File: src/rtl/app_cmd_sequencer.sv
// Burst command sequencer: queues {cmd, bl, addr} burst requests and expands each
// into bl native commands on the app_* interface, tracking outstanding read beats.
module app_cmd_sequencer #(
    parameter int FIFO_DEPTH = 4,
    parameter int ADDR_STEP  = 8
) (
    input  logic        I_clk,
    input  logic        I_Rst_n,
    input  logic        cmd_wren,
    input  logic [2:0]  cmd_wrcmd,
    input  logic [7:0]  cmd_wrbl,
    input  logic [27:0] cmd_wraddr,
    output logic        cmd_full,
    output logic        cmd_overflow,
    output logic        app_en,
    output logic [2:0]  app_cmd,
    output logic [27:0] app_addr,
    input  logic        app_rdy,
    input  logic        app_rd_data_valid,
    output logic        cmd_done,
    output logic        busy,
    output logic [1:0]  dbg_state
);

    // app_en/app_rdy: a native command transfers on every rising edge where both are 1;
    // app_cmd/app_addr are held unchanged while app_en=1 and app_rdy=0.

    localparam int PW = (FIFO_DEPTH > 1) ? $clog2(FIFO_DEPTH) : 1;
    localparam int CW = PW + 1;

    typedef enum logic [1:0] {
        S_IDLE  = 2'd0,
        S_ISSUE = 2'd1,
        S_DONE  = 2'd2
    } state_t;

    state_t        state, state_nxt;
    logic [38:0]   mem [FIFO_DEPTH];
    logic [PW-1:0] wr_ptr, rd_ptr;
    logic [CW-1:0] count;
    logic [2:0]    cur_cmd;
    logic [27:0]   cur_addr;
    logic [7:0]    remaining;
    logic [15:0]   rd_pending;
    logic          push, pop, accept, rd_acc;
    logic [38:0]   head;

    assign cmd_full = (count == CW'(FIFO_DEPTH));
    assign push     = cmd_wren & ~cmd_full;
    assign pop      = (state == S_IDLE) & (count != '0);
    assign head     = mem[rd_ptr];
    assign accept   = app_en & app_rdy;
    assign rd_acc   = accept & (cur_cmd == 3'b001);
    assign busy     = (state != S_IDLE) | (count != '0) | (rd_pending != 16'd0);

    always_ff @(posedge I_clk) begin
        if (push) begin
            mem[wr_ptr] <= {cmd_wrcmd, cmd_wrbl, cmd_wraddr};
        end
    end

    always_ff @(posedge I_clk) begin
        if (!I_Rst_n) begin
            wr_ptr       <= '0;
            rd_ptr       <= '0;
            count        <= '0;
            cmd_overflow <= 1'b0;
        end else begin
            if (push) wr_ptr <= wr_ptr + 1'b1;
            if (pop)  rd_ptr <= rd_ptr + 1'b1;
            case ({push, pop})
                2'b10:   count <= count + 1'b1;
                2'b01:   count <= count - 1'b1;
                default: count <= count;
            endcase
            if (cmd_wren & cmd_full) cmd_overflow <= 1'b1;
        end
    end

    // State register
    always_ff @(posedge I_clk) begin
        if (!I_Rst_n) state <= S_IDLE;
        else          state <= state_nxt;
    end

    // Next-state logic; a zero-length entry is popped and dropped without leaving IDLE
    always_comb begin
        state_nxt = state;
        case (state)
            S_IDLE:  if (pop && head[35:28] != 8'd0) state_nxt = S_ISSUE;
            S_ISSUE: if (app_rdy && remaining == 8'd1) state_nxt = S_DONE;
            S_DONE:  state_nxt = S_IDLE;
            default: state_nxt = S_IDLE;
        endcase
    end

    // Output logic
    always_comb begin
        app_en    = 1'b0;
        cmd_done  = 1'b0;
        app_cmd   = cur_cmd;
        app_addr  = cur_addr;
        dbg_state = state;
        case (state)
            S_ISSUE: app_en   = 1'b1;
            S_DONE:  cmd_done = 1'b1;
            default: ;
        endcase
    end

    always_ff @(posedge I_clk) begin
        if (!I_Rst_n) begin
            cur_cmd   <= 3'd0;
            cur_addr  <= 28'd0;
            remaining <= 8'd0;
        end else if (pop) begin
            cur_cmd   <= head[38:36];
            remaining <= head[35:28];
            cur_addr  <= head[27:0];
        end else if (accept) begin
            cur_addr  <= cur_addr + 28'(ADDR_STEP);
            remaining <= remaining - 8'd1;
        end
    end

    always_ff @(posedge I_clk) begin
        if (!I_Rst_n) begin
            rd_pending <= 16'd0;
        end else if (rd_acc && !app_rd_data_valid) begin
            if (rd_pending != 16'hFFFF) rd_pending <= rd_pending + 16'd1;
        end else if (!rd_acc && app_rd_data_valid) begin
            if (rd_pending != 16'd0) rd_pending <= rd_pending - 16'd1;
        end
    end

endmodule
File: config.mk
export PLATFORM = sky130hd
export DESIGN_NAME = app_cmd_sequencer
export DESIGN_NICKNAME = d
export VERILOG_FILES = /design/src/rtl/app_cmd_sequencer.sv
export SDC_FILE = /design/constraint.sdc
export NUM_CORES = 1
export LEC_CHECK = 0
export ABC_AREA = 1
export CAP_MARGIN = 20
export CORE_UTILIZATION = 48
export CTS_BUF_LIST = sky130_fd_sc_hd__clkbuf_8 sky130_fd_sc_hd__clkbuf_16
export CTS_CLUSTER_SIZE = 28
export DETAILED_ROUTE_END_ITERATION = 8
export PLACE_DENSITY = 0.71
export SETUP_SLACK_MARGIN = 0.05
export SYNTH_ARGS = -nofsm -noshare
export SYNTH_HDL_FRONTEND = slang
export SYNTH_SLANG_ARGS = --single-unit
File: constraint.sdc
create_clock -name I_clk -period 5 [get_ports I_clk]
set_input_delay 1.25 -clock I_clk [delete_from_list [all_inputs] [get_ports I_clk]]
set_output_delay 1.25 -clock I_clk [all_outputs]
set_load 0.01 [all_outputs]
==> impl_metrics.json <==
{
  "status": "finished, final reports clean",
  "cts.sinks": 223,
  "cts-root-buf": "clkbuf_16",
  "grt_pass1_vias": 7332,
  "power.leakage_nw": 4.671,
  "grt_start_max_net_pins": 79,
  "floorplan.die_area_sq_um": 22360,
  "crit_arrival_ps": 3750,
  "synthCells": 1132,
  "period_needed_ps": 3351,
  "ys_seq_area_frac": 0.5768,
  "end_kind": "register",
  "worstPathRequired_ps": 5400,
  "cts_hold_buf": 0,
  "antenna_left": 0,
  "avgViaCountPerCell": 5.359,
  "core_sq_um": 21150,
  "final_nets": 1268,
  "rows": 53,
  "multi_input_area_sq_um": 3849,
  "drv_cap": 0,
  "combinationalPowerShare": 0.369,
  "num_io_pins": 82,
  "clockBufferDepth": 3,
  "grt_pass1_wl_mm": 38.08,
  "routed_wl_mm": 23.75,
  "overflow": 0,
  "tightest_slew_ps": 790.3,
  "fin_crit_sh": 0.6703,
  "critPathLaunchType": "input pin",
  "clock_latency_ps": 490,
  "synth-warning-count": 0,
  "area_delta_synth_final_pct": 17.23,
  "maxSlewViolCount": 0,
  "die_h_um": 149.5,
  "fillers": 1799,
  "initial_core_util": 0.4939,
  "htreeDepth": 1,
  "min_path_type": "reg2reg",
  "cts_tree": "done",
  "tns_ps": 0,
  "wire_per_inst_um": 15.94,
  "synthTopCellsByArea": "edfxtp_1, dfxtp_1, nand2_1",
  "gpl.final_weighted_congestion": 0.8631,
  "global_route.usage.total": 0.2164,
  "power_switching_w": 0.002611,
  "whs_path_depth": 2,
  "worst-path-max-fanout": 16,
  "syn_area_sq_um": 10450,
  "die-width_um": 149.5,
  "synth_area_per_cell_sq_um": 9.229,
  "total_power_w": 0.006948,
  "firstDrtPassIters": 5,
  "antenna_found_initial": 1,
  "setup_violations": 0,
  "rsz0062_at_grt": "false",
  "vias": 7985,
  "drc": 0,
  "numCtsBuffers": 23,
  "final_hold_viol_count": 0,
  "portBuffers": 81,
  "synth_top_area_frac": 0.4484,
  "synth.largest_area_cell": "edfxtp_1",
  "dp_hpwl_mm": 15.24,
  "cts_setup_buffers": 0,
  "r2r_cells": 7,
  "clk_pin_slew_ps": 60,
  "fin_skew_ps": 6.485,
  "cts_resized": 0,
  "setup.worst_path.class": "in2reg",
  "p_seq_frac": 0.372,
  "synth_nets": 1200,
  "diodes": 0,
  "clkPwrFrac": 0.259,
  "initialDrtViolationCount": 519,
  "ys_ff_latch": 223,
  "power_density_nw_per_um2": 567.3,
  "relSlewSlack": 0.4731,
  "seq_area_sq_um": 6028,
  "swShare": 0.3758,
  "intPower_w": 0.004337,
  "fmax_mhz": 298.4,
  "peakVddDrop_uv": 279.0,
  "drive_gt1_frac": 0.06255,
  "synth_cell_types": 45
}
==> flip-flops by register name, indices dropped and copies added (netlist names), named ones only <==
name / count
mem: 156
app_addr: 28
rd_pending: 16
remaining: 8
app_cmd: 3
count: 3
dbg_state: 2
rd_ptr: 2
wr_ptr: 2
cmd_overflow: 1
==> synthesized netlist by cell type, drive strengths merged <==
| cell type | count |
|---|---|
| a21oi | 76 |
| a31oi | 11 |
| and2 | 1 |
| buf | 26 |
| clkbuf | 20 |
| clkinv | 2 |
| dfxtp | 67 |
| edfxtp | 156 |
| fa | 2 |
| ha | 22 |
| inv | 94 |
| nand2 | 238 |
| nand3 | 64 |
| nand3b | 12 |
| nand4 | 12 |
| nor2 | 158 |
| nor3 | 7 |
| nor3b | 1 |
| o211ai | 3 |
| o21ai | 121 |
| o221ai | 1 |
| o22ai | 15 |
| o31a | 1 |
| o31ai | 1 |
| or2 | 3 |
| xnor2 | 7 |
| xor2 | 11 |
==> metal layers <==
metal,track usage,up-vias,wire [um]
met5,0,-,0
met4,0.04184,0,191
met3,0.03079,15,1515
met2,0.3539,236,11240
met1,0.3068,3748,10800
li1,-,3986,-
==> through the flow <==
step | hold WS, ps | util | cells | instance area, sq um | worst slack (ps)
CTS | 485.0 | 0.5790 | 1490 | 12250 | 1663
floorplan | 442.1 | - | 1132 | 10450 | 1374
finish | 482.8 | 0.5790 | 1490 | 12250 | 1649
global route | 510.9 | 0.5790 | 1490 | 12250 | 1488
global placement | 446.3 | 0.5413 | 1450 | 11450 | 1179
detailed placement | 475.1 | 0.5413 | 1450 | 11450 | 1149
==> cells by family after synthesis <==
kind of cell	count (synthesis)	synth area share
adders and majority gates	24	0.03018
DFF	223	0.5768
buffers and inverters	142	0.05772
xor gates and xnor gates	18	0.01509
and+or+nand+nor	496	0.2029
AOI/OAI and AO/OA	229	0.1174
==> cell type report <==
class | instances | share of cell area
multi-input combinational | 767 | 0.3142
sequential | 223 | 0.4922
inverter | 96 | 0.02973
clock buffer | 24 | 0.04812
timing repair buffer | 89 | 0.07069
clock inverter | 16 | 0.01696
tap | 275 | 0.02809
==> final timing paths <==
check	slack, ps	to	from
max	1650	rd_pending[13]	app_rdy
min	480	register	rd_ptr[1]
max reg2reg	2340	app_addr[25]	dbg_state[0]
min reg2reg	480	register	rd_ptr[1]
==> power by group through the flow <==
stage          clock network (W)  registers, W  logic, W
4_1_cts                  0.00182       0.00259   0.00256
3_5_place_dp                   0       0.00262   0.00254
3_3_place_gp                   0       0.00262   0.00250
6_report                 0.00180       0.00259   0.00256
5_1_grt                  0.00190       0.00263   0.00287
2_1_floorplan                  0       0.00258   0.00180
==> critical path, stage by stage <==
cell	delay, ps
clkdlybuf4s50_1	550
nand3_4	200
nor2_4	180
nand2_2	240
ha_1	420
or2_2	310
nand3b_1	90
nand2_1	110
nand2_1	110
nand2_1	60
nand2_1	60
nand3_1	60
nand2_1	70
inv_1	30
==> placed cells by master (no fill, tap or decap), types with 7 or more instances in the layout <==
cell,n
clkdlybuf4s50_1,80
nand2_1,233
nand3_1,63
a21oi_1,72
buf_4,8
inv_1,91
nand4_1,12
ha_1,22
a31oi_1,11
dfxtp_1,65
xor2_1,11
edfxtp_1,156
nor2_1,151
o21ai_0,109
nand3b_1,12
o22ai_1,15
clkbuf_16,23
xnor2_1,7
o21ai_1,8
Power figures use the tool's default switching activity.
